File: src/rtl/i2c_slave_responder.sv
// I2C target responder: oversamples SCL/SDA, matches a 7-bit address, receives
// write bytes onto a strobe interface and serialises read bytes from a load interface.
module i2c_slave_responder #(
    parameter logic [6:0] SLAVE_ADDR  = 7'h50,
    parameter int         SYNC_STAGES = 2
) (
    input  logic       ref_clk,
    input  logic       reset,
    input  logic       scl_in,
    input  logic       sda_in,
    output logic       sda_oe,
    output logic [7:0] rx_data,
    output logic       rx_valid,
    input  logic [7:0] tx_data,
    output logic       tx_load,
    output logic       busy,
    output logic       rw,
    output logic [2:0] dbg_state
);

    typedef enum logic [2:0] {
        S_IDLE     = 3'd0,
        S_ADDR     = 3'd1,
        S_ADDR_ACK = 3'd2,
        S_RX_BYTE  = 3'd3,
        S_RX_ACK   = 3'd4,
        S_TX_BYTE  = 3'd5,
        S_TX_ACK   = 3'd6,
        S_IGNORE   = 3'd7
    } state_t;

    state_t state, state_n;

    logic [SYNC_STAGES-1:0] scl_sync, sda_sync;
    logic scl_prev, sda_prev;
    logic scl, sda;
    logic scl_rise, scl_fall, start_cond, stop_cond;

    logic [2:0] bit_cnt, bit_cnt_n;
    logic [7:0] shift_reg, shift_n;
    logic       sda_oe_n, rx_valid_n, busy_n, rw_n;
    logic [7:0] rx_data_n;

    // Synchronisers and edge history idle at the released-bus level (1).
    always_ff @(posedge ref_clk) begin
        if (reset) begin
            scl_sync <= '1;
            sda_sync <= '1;
            scl_prev <= 1'b1;
            sda_prev <= 1'b1;
        end else begin
            scl_sync <= {scl_sync[SYNC_STAGES-2:0], scl_in};
            sda_sync <= {sda_sync[SYNC_STAGES-2:0], sda_in};
            scl_prev <= scl;
            sda_prev <= sda;
        end
    end

    assign scl        = scl_sync[SYNC_STAGES-1];
    assign sda        = sda_sync[SYNC_STAGES-1];
    assign scl_rise   = scl & ~scl_prev;
    assign scl_fall   = ~scl & scl_prev;
    assign start_cond = scl & scl_prev & sda_prev & ~sda;
    assign stop_cond  = scl & scl_prev & ~sda_prev & sda;

    always_ff @(posedge ref_clk) begin
        if (reset) begin
            state     <= S_IDLE;
            bit_cnt   <= 3'd0;
            shift_reg <= 8'd0;
            sda_oe    <= 1'b0;
            rx_data   <= 8'd0;
            rx_valid  <= 1'b0;
            busy      <= 1'b0;
            rw        <= 1'b0;
        end else begin
            state     <= state_n;
            bit_cnt   <= bit_cnt_n;
            shift_reg <= shift_n;
            sda_oe    <= sda_oe_n;
            rx_data   <= rx_data_n;
            rx_valid  <= rx_valid_n;
            busy      <= busy_n;
            rw        <= rw_n;
        end
    end

    // rx_valid is a registered one-cycle strobe with rx_data; tx_load is high in
    // exactly the cycle whose closing edge captures tx_data (no back-pressure either way).
    always_comb begin
        state_n    = state;
        bit_cnt_n  = bit_cnt;
        shift_n    = shift_reg;
        sda_oe_n   = sda_oe;
        rx_data_n  = rx_data;
        rx_valid_n = 1'b0;
        busy_n     = busy;
        rw_n       = rw;
        tx_load    = 1'b0;

        if (start_cond) begin
            sda_oe_n  = 1'b0;
            busy_n    = 1'b0;
            bit_cnt_n = 3'd0;
            state_n   = S_ADDR;
        end else if (stop_cond) begin
            sda_oe_n  = 1'b0;
            busy_n    = 1'b0;
            bit_cnt_n = 3'd0;
            state_n   = S_IDLE;
        end else begin
            case (state)
                S_IDLE: ;
                S_ADDR: begin
                    if (scl_rise) begin
                        shift_n   = {shift_reg[6:0], sda};
                        bit_cnt_n = bit_cnt + 3'd1;
                        if (bit_cnt == 3'd7) begin
                            if (shift_reg[6:0] == SLAVE_ADDR) begin
                                rw_n    = sda;
                                state_n = S_ADDR_ACK;
                            end else begin
                                state_n = S_IGNORE;
                            end
                        end
                    end
                end
                // sda_oe doubles as the phase flag of the two-falling-edge ACK slot.
                S_ADDR_ACK: begin
                    if (scl_fall) begin
                        if (!sda_oe) begin
                            sda_oe_n = 1'b1;
                            busy_n   = 1'b1;
                        end else if (!rw) begin
                            sda_oe_n = 1'b0;
                            state_n  = S_RX_BYTE;
                        end else begin
                            tx_load   = 1'b1;
                            shift_n   = tx_data;
                            sda_oe_n  = ~tx_data[7];
                            bit_cnt_n = 3'd0;
                            state_n   = S_TX_BYTE;
                        end
                    end
                end
                S_RX_BYTE: begin
                    if (scl_rise) begin
                        shift_n   = {shift_reg[6:0], sda};
                        bit_cnt_n = bit_cnt + 3'd1;
                        if (bit_cnt == 3'd7) begin
                            rx_data_n  = {shift_reg[6:0], sda};
                            rx_valid_n = 1'b1;
                            state_n    = S_RX_ACK;
                        end
                    end
                end
                S_RX_ACK: begin
                    if (scl_fall) begin
                        if (!sda_oe) begin
                            sda_oe_n = 1'b1;
                        end else begin
                            sda_oe_n = 1'b0;
                            state_n  = S_RX_BYTE;
                        end
                    end
                end
                S_TX_BYTE: begin
                    if (scl_fall) begin
                        bit_cnt_n = bit_cnt + 3'd1;
                        if (bit_cnt == 3'd7) begin
                            sda_oe_n = 1'b0;
                            state_n  = S_TX_ACK;
                        end else begin
                            shift_n  = {shift_reg[6:0], 1'b0};
                            sda_oe_n = ~shift_reg[6];
                        end
                    end
                end
                // A falling edge here always follows an ACKed rising edge; NACK leaves first.
                S_TX_ACK: begin
                    if (scl_rise && sda) begin
                        busy_n  = 1'b0;
                        state_n = S_IGNORE;
                    end else if (scl_fall) begin
                        tx_load   = 1'b1;
                        shift_n   = tx_data;
                        sda_oe_n  = ~tx_data[7];
                        bit_cnt_n = 3'd0;
                        state_n   = S_TX_BYTE;
                    end
                end
                S_IGNORE: begin
                    sda_oe_n = 1'b0;
                end
                default: state_n = S_IDLE;
            endcase
        end
    end

    assign dbg_state = state;

endmodule
File: config.mk
export PLATFORM = sky130hd
export DESIGN_NAME = i2c_slave_responder
export DESIGN_NICKNAME = d
export VERILOG_FILES = /design/src/rtl/i2c_slave_responder.sv
export SDC_FILE = /design/constraint.sdc
export NUM_CORES = 1
export LEC_CHECK = 0
export CORE_UTILIZATION = 25
export CTS_CLUSTER_SIZE = 12
export DETAILED_ROUTE_END_ITERATION = 6
export HOLD_SLACK_MARGIN = 0.15
export PLACE_DENSITY_LB_ADDON = 0.2
export SKIP_CTS_REPAIR_TIMING = 1
export SYNTH_ARGS = -nofsm -noshare
export SYNTH_HDL_FRONTEND = slang
export SYNTH_SLANG_ARGS = --single-unit
File: constraint.sdc
create_clock -name ref_clk -period 1.99 [get_ports ref_clk]
set_clock_uncertainty 0.15 [all_clocks]
set_input_delay 0.2985 -clock ref_clk [delete_from_list [all_inputs] [get_ports ref_clk]]
set_output_delay 0.2985 -clock ref_clk [all_outputs]
set_load 0.005 [all_outputs]
# Yosys cells after proc, flatten, opt, wreduce, memory -nomap -nowiden
# Index checks and enable logic that the tools add are counted.
word_totals:
  register_bits: 31
  input_bits: 12
  out_inout_bits: 16
  elab_cells: 143
op_classes:
  addsub: 1
  n_eq_ne: 38
  n_mux: 57
  n_bitwise: 17
  reduce_logical: 17
ops:
  columns: ["op", "count"]
  rows:
  - ["3-bit 2-to-1 mux", 21]
  - ["7-bit 2-to-1 mux", 8]
  - ["4-bit inequality test, second input constant", 10]
  - ["2-bit inequality test, second input constant", 16]
  - ["7-bit case mux with 4 select lines", 1]
  - ["12-bit AND reduction", 2]
  - ["1-bit 2-to-1 mux", 22]
  - ["3-bit case mux with 6 select lines", 1]
  - ["3-bit == test, second input constant", 5]
  - ["3-bit case mux with 4 select lines", 1]
  - ["6-bit AND reduction", 2]
  - ["11-bit AND reduction", 1]
  - ["1-bit NOT", 10]
  - ["8-bit AND reduction", 1]
  - ["8-bit nonzero test", 1]
  - ["1-bit bitwise AND", 7]
  - ["7-bit == test, second input constant", 1]
  - ["3-bit by 2-bit == test with 1-bit output, second input constant", 2]
  - ["6-bit nonzero test", 1]
  - ["5-bit inequality test, second input constant", 1]
  - ["1-bit case mux with 5 select lines", 1]
  - ["5-bit AND reduction", 1]
  - ["5-bit nonzero test", 1]
  - ["5-bit OR reduction", 1]
  - ["11 further kinds", 12]

# Depth between registers and ports, before layout
# Gate-level depths: netlist (run 1).
depth:
  depth_word: 7
  mapped_depth: 8
  depth_no_buf: 7

# Least setup slack after synthesis (run 1)
# Ideal clock, no wire load.
synth_timing:
  path_type: "flip-flop to flip-flop"
  from: "reg bit_cnt[0]"
  to: "reg shift_reg[0]"
  arrival_time_ps: 1523
  required_time_ps: 1760
  setup_slack_ps: 237
  stages_incl_launch_ff: 9
  synth_period_minus_slack_ps: 1753
  cell_sequence: "dfxtp_1 > ha_1 > ha_1 > o211ai_2 > o221ai_2 > a21oi_4 > buf_6 > nor2_2 > a211oi_2"
synth_between:
  elab_chain_cells: 3
synth_lines:
  columns: ["item", "line", "rtl"]
  rows:
  - ["from (decl)", "39", "logic [2:0] bit_cnt, bit_cnt_n;"]
  - ["from (signal assigned)", "78", "bit_cnt <= bit_cnt_n;"]
  - ["3-bit == test", "170", "if (bit_cnt == 3'd7) begin"]
  - ["2-bit inequality test (no source line)", null, null]
  - ["11-bit AND reduction (no source line)", null, null]
  - ["to (signal assigned)", "79", "shift_reg <= shift_n;"]
  - ["to (decl)", "40", "logic [7:0] shift_reg, shift_n;"]
# Every way passes these cells.
# A chain may end at the register's enable or synchronous reset.

# Final worst setup path (run 1)
layout_timing:
  from: "reg state[2], in the netlist dbg_state[2]"
  to: "out dbg_state[2]"
layout_rtl:
  columns: ["item", "line", "rtl"]
  rows:
  - ["from (decl)", "32", "state_t state, state_n;"]
  - ["from (signal assigned)", "77", "state <= state_n;"]
  - ["to (decl)", "18", "output logic [2:0] dbg_state"]
# No word-level cell between the ends.

==> out/metrics.yaml, run 1 <==
rr_endpoint: "shift_reg[4]"
power.total_uw: 2250
synth_edf_count: 0
syn-instance-count: 175
ant_nets: 0
maxClockFrequency_mhz: 523
final_util: 0.344
clk_pin_slew_ns: 0.06
syn_area_um2: 1660
ios: 28
fin_tns_setup_ns: 0
rsz0062_at_grt: "no"
post-route-min-period_ns: 1.91
die_h_um: 83.4
syn_area_per_cell_um2: 9.47
critPathRequiredTime_ns: 1.54
n_fill_cell: 675
hpwl_um: 2720
drc: 0
fin_nets: 226
grt_pass1_wl_um: 6090
ys_ff_latch: 31
synth-xor-area-share: 0.0106
cts_made_buffers: 5
p_per_area_nw_per_um2: 1020
gp_congestion: 0.739
tightest_slew_ns: 0.409
ys_top_cells_by_count: "dfxtp_1, nor2_1, mux2i_1"
cp-start-kind: "flop"
clk_latency_ns: 0.27
p_clk_frac: 0.263
largest_reg_flops: 8
dieWidth_um: 83.4
p_int_uw: 1490
start_util: 0.259
worstPathCellList: "buf_4 > clkdlybuf4s50_1"
rr_worst_depth: 8
cp_data_arrival_time_ns: 1.46
avgRoutedWirePerCell_um: 12.8
sw_frac_of_total: 0.335
diodes: 0
comb_power_share: 0.380
hp-class: "reg -> reg"
die_area_um2: 6960
area_growth_pct: 32.5
synth.most_common_cell: "dfxtp_1"
slew_violations: 0
yosysWarnings: 0
seqCellArea_um2: 627
post_drt_via_cell_ratio: 4.61
grtUsageTotal: 0.111
num_vias: 1332
root_buffer: "clkbuf_8"
crit_fanout: 13
port_buffers: 27
synthAdderAreaFrac: 0.0151
synth_top_family_by_area: "simple AND/OR/NAND/NOR gates"
gr-total-overflow: 0
htreeDepth: 2
synth.area.top_cells: "dfxtp_1, mux2i_1, a211oi_2, nor2_1, or2_2"
maxCapViolCount: 0
synthArstFlopShare: 0
setup_viol: 0
hold_depth: 1
finalWirelength_um: 3710
hold_path.startpoint: "sda_sync[0]"
r2r_setup_slack_ns: 0.15
synth_top_area_frac: 0.375
clock_path_buffers: 2
ys_types: 52
rows: 29
synthMuxAreaShare: 0.103
cts_tree: "done"
power_leakage_uw: 0.000896
first_global_vias: 1240
multi_input_area_um2: 955
synth-compound-area-share: 0.208
ys_seq_area_frac: 0.375
ir_worst_vdd_uv: 339
coreArea_um2: 6390
end_kind: "primary output"
slew_headroom: 0.727
yosysTopAreaCell: "dfxtp_1"
crit_path_top_delay_cell: "clkdlybuf4s50_1"
hold_viol: 0
status: "complete, no violations"
seqPwrFrac: 0.357
max_stage_delay_ns: 0.52
antenna_found_initial: 0
path_class: "reg -> out"
p_sw_uw: 753
min_to: "sda_sync[1]"
drive_gt1_frac: 0.255
synthSimpleGateAreaFrac: 0.236
synth_flop_cell: "dfxtp_1"
fin_crit_sh: 0.961
drt_iter0_drc: 81
synth_nets: 189
grt_start_max_net_pins: 17
drt-pass1-iter-count: 4
r2r-start: "bit_cnt[0]"
cts_sinks: 31
[power groups by stage]
stage | combinational [uW] | clock [uW] | sequential [uW]
detailed placement | 861 | 0 | 812
global placement | 864 | 0 | 815
finish | 855 | 591 | 802
global route | 934 | 640 | 818
floorplan | 632 | 0 | 768
CTS | 863 | 610 | 798
[metal layers]
| metal | routed length, um | global-route usage |
|---|---|---|
| met5 | 0 | 0 |
| met4 | 40 | 0.0329 |
| met3 | 128 | 0.0308 |
| met2 | 1660 | 0.160 |
| met1 | 1880 | 0.159 |
[worst max-delay path by stage]
stage | startpoint | endpoint | cells past startpoint
after floorplan | bit_cnt[0] | shift_reg[0] | 8
after global placement | dbg_state[2] | shift_reg[2] | 7
after detailed placement | dbg_state[2] | shift_reg[4] | 7
after CTS | scl_prev | tx_load | 4
after global routing | dbg_state[2] | dbg_state[2] | 2
final | dbg_state[2] | dbg_state[2] | 2
[per-stage QoR]
step	std cells	area, um^2	hold WS [ns]	setup slack, ns
4_1_cts	289	2180	0.264	-0.128
6_report	289	2190	0.260	0.0780
2_1_floorplan	175	1660	0.239	0.237
3_5_place_dp	282	2080	0.248	0.154
5_1_grt	289	2190	0.277	0.00539
3_3_place_gp	282	2080	0.241	0.153
[final cells by class]
cell class / count / area share
multi-input combinational: 130 / 0.435
sequential: 31 / 0.286
timing repair buffer: 41 / 0.184
tap: 77 / 0.0439
clock buffer: 6 / 0.0331
clock inverter: 1 / 0.0137
inverter: 3 / 0.00513
[cells in the final DEF (no fill, tap or decap), types with 2 or more instances in the layout]
cell type        instances
nand3_1                  4
a22oi_2                  2
dfxtp_2                  2
buf_4                   12
ha_1                     2
clkbuf_8                 5
nor3_1                   5
mux2i_1                 17
nand2b_1                 3
or2_2                    7
clkdlybuf4s50_1         26
o21ai_1                  2
a211oi_2                 7
a21oi_1                  8
o221ai_2                 2
o21ai_0                  6
nor2_2                   3
dfxtp_1                 28
nor2_1                  23
inv_1                    2
nand2_1                  6
and2b_1                  2
xnor2_1                  2
nand4_1                  3
buf_12                   2
[cells by family (layout without fill, tap and decap cells)]
group	after synthesis	after routing
adder cells (fa/ha/maj)	2	2
buffers and inverters	14	51
multiplexers	17	17
flip-flops	31	31
AO/OA/AOI/OAI	39	39
XOR/XNOR	2	2
AND/OR/NAND/NOR	70	70
[worst max-delay path, delay by kind of cell, from the launching register on]
| family | cells | cell delay (ns) |
|---|---|---|
| buf+inv | 2 | 0.73 |
| flops | 1 | 0.46 |
Note: power is estimated with default switching activity, not from simulation.
==> run 2: changes to the inputs <==
- CELL_PAD_IN_SITES_DETAIL_PLACEMENT: default -> 1
- CELL_PAD_IN_SITES_GLOBAL_PLACEMENT: default -> 1
- DONT_BUFFER_PORTS: default -> 1
==> out/metrics.yaml, run 2 (same netlist as run 1, synthesis figures left out) <==
max_stage_delay_ns: 0.33  # was 0.52 ns
final_util: 0.301  # was 0.344
finalWirelength_um: 4380  # was 3710 um
r2r_setup_slack_ns: 0.16  # was 0.15 ns
ios: 28  # unchanged
rows: 29  # unchanged
fin_tns_setup_ns: 0  # unchanged
slew_headroom: 0.327  # was 0.727
layout_common_cells: "dfxtp_1, nor2_1, mux2i_1"  # was dfxtp_1, clkdlybuf4s50_1, nor2_1, mux2i_1, buf_4
root_buffer: "clkbuf_8"  # unchanged
path_class: "reg -> reg"  # was reg -> out
slew_violations: 0  # unchanged
drive_gt1_frac: 0.276  # was 0.255
cp-start-kind: "flop"  # unchanged
tightest_slew_ns: 1.01  # was 0.409 ns
coreArea_um2: 6390  # unchanged
start_util: 0.259  # unchanged
drt-pass1-iter-count: 4  # unchanged
clk_latency_ns: 0.28  # was 0.27 ns
grt_pass1_wl_um: 7240  # was 6090 um
final_common_cell: "dfxtp_1"  # unchanged
avgRoutedWirePerCell_um: 16.7  # was 12.8 um
path_delay_family: "compound AO/OA/AOI/OAI gates"  # was buffers and inverters
hp-class: "in -> reg"  # was reg -> reg
power_leakage_uw: 0.000770  # was 0.000896 uW
largest_reg_flops: 8  # unchanged
crit_cells: 8  # was 2
htreeDepth: 2  # unchanged
cp_num_buf_inv: 1  # was 2
post-route-min-period_ns: 1.83  # was 1.91 ns
die_h_um: 83.4  # unchanged
ir_worst_vdd_uv: 483  # was 339 uV
maxClockFrequency_mhz: 546  # was 523 MHz
port_buffers: 0  # was 27
antenna_found_initial: 0  # unchanged
dieWidth_um: 83.4  # unchanged
n_fill_cell: 748  # was 675
grt_start_max_net_pins: 26  # was 17
dp_slack_ns: 0.0681  # was 0.154 ns
die_area_um2: 6960  # unchanged
hpwl_um: 3230  # was 2720 um
p_per_area_nw_per_um2: 1130  # was 1020 nW/um^2
critPathRequiredTime_ns: 2.04  # was 1.54 ns
setup_viol: 0  # unchanged
post_drt_via_cell_ratio: 5.00  # was 4.61
crit_path_top_delay_cell: "dfxtp_1"  # was clkdlybuf4s50_1
gp_congestion: 0.873  # was 0.739
cts_tree: "done"  # unchanged
end_kind: "flop"  # was primary output
r2r-start: "bit_cnt[0]"  # unchanged
rr_worst_depth: 8  # unchanged
cts_sinks: 31  # unchanged
clk_pin_slew_ns: 0.07  # was 0.06 ns
fin_crit_sh: 0.921  # was 0.961
grtUsageTotal: 0.133  # was 0.111
crit_path_start: "bit_cnt[0]"  # was dbg_state[2]
first_global_vias: 1363  # was 1240
worstPathCellList: "ha_1 > ha_2 > o211ai_2 > o221ai_2 > a21oi_4 > buf_12 > nor2_1 > a211oi_2"  # was buf_4 > clkdlybuf4s50_1
hold_viol: 0  # unchanged
rsz0062_at_grt: "no"  # unchanged
drt_iter0_drc: 79  # was 81
diodes: 0  # unchanged
ant_nets: 0  # unchanged
maxCapViolCount: 0  # unchanged
dpl_cell_area_um2: 1770  # was 2080 um^2
gr-total-overflow: 0  # unchanged
status: "complete, no violations"  # unchanged
endpoint: "shift_reg[4]"  # was dbg_state[2]
crit_fanout: 14  # was 13
cts_made_buffers: 5  # unchanged
cp_data_arrival_time_ns: 1.88  # was 1.46 ns
fin_nets: 198  # was 226
drc: 0  # unchanged
clock_path_buffers: 2  # unchanged
rr_endpoint: "shift_reg[4]"  # unchanged
finalWorstSetupSlack_ns: 0.157  # was 0.0780 ns
area_growth_pct: 16.1  # was 32.5%
num_vias: 1309  # was 1332
power.total_uw: 2180  # was 2250 uW
post-route-cell-area_um2: 1920  # was 2190 um^2
-- run 2: area by class of cell --
class / instances / area [um^2] / area share
Inverter: 3 / 11.3 / 0.00586
Clock buffer: 7 / 96.3 / 0.0501
Clock inverter: 1 / 7.51 / 0.00390
Sequential cell: 31 / 623 / 0.324
Tap cell: 77 / 96.3 / 0.0501
Timing Repair Buffer: 13 / 133 / 0.0690
Multi-Input combinational cell: 130 / 956 / 0.497
-- run 2: worst register-to-register path, cell delays in order (launching register included) --
cell	delay, ns
dfxtp_1	0.33
ha_1	0.20
ha_2	0.21
o211ai_2	0.15
o221ai_2	0.13
a21oi_4	0.16
buf_12	0.17
nor2_1	0.06
a211oi_2	0.19
-- run 2: through the flow --
stage	instances	hold WS [ns]
after detailed placement	250	0.219
after floorplan	175	0.239
after global routing	262	0.156
after global placement	250	0.219
after CTS	258	-0.0918
final	262	0.150
-- run 2: worst min path at each step --
stage	from	end	slack, ns	cells after the start
final	tx_data[4]	shift_reg[4]	0.15	2
after global routing	tx_data[0]	shift_reg[0]	0.16	2
after CTS	reset	shift_reg[0]	-0.09	1
after detailed placement	reset	shift_reg[3]	0.22	1
after global placement	reset	shift_reg[2]	0.22	1
after floorplan	scl_sync[0]	scl_sync[1]	0.24	1
-- run 2: metal layers --
metal / GRT usage / vias to the layer above / share of wire
li1: - / 646 / -
met1: 0.177 / 631 / 0.47
met2: 0.206 / 25 / 0.46
met3: 0.0358 / 7 / 0.048
met4: 0.0470 / 0 / 0.014
met5: 0 / - / 0
-- run 2: power by group --
part | switching (uW) | internal (uW) | leakage, uW
logic | 437 | 372 | 0.000467
registers | 117 | 693 | 0.000253
clock network | 243 | 315 | 0.0000505
==> run 3: changes to the inputs <==
- TNS_END_PERCENT: default -> 5
==> results of run 3 <==
The final DEF is identical to that of run 2; final timing and power are the same.
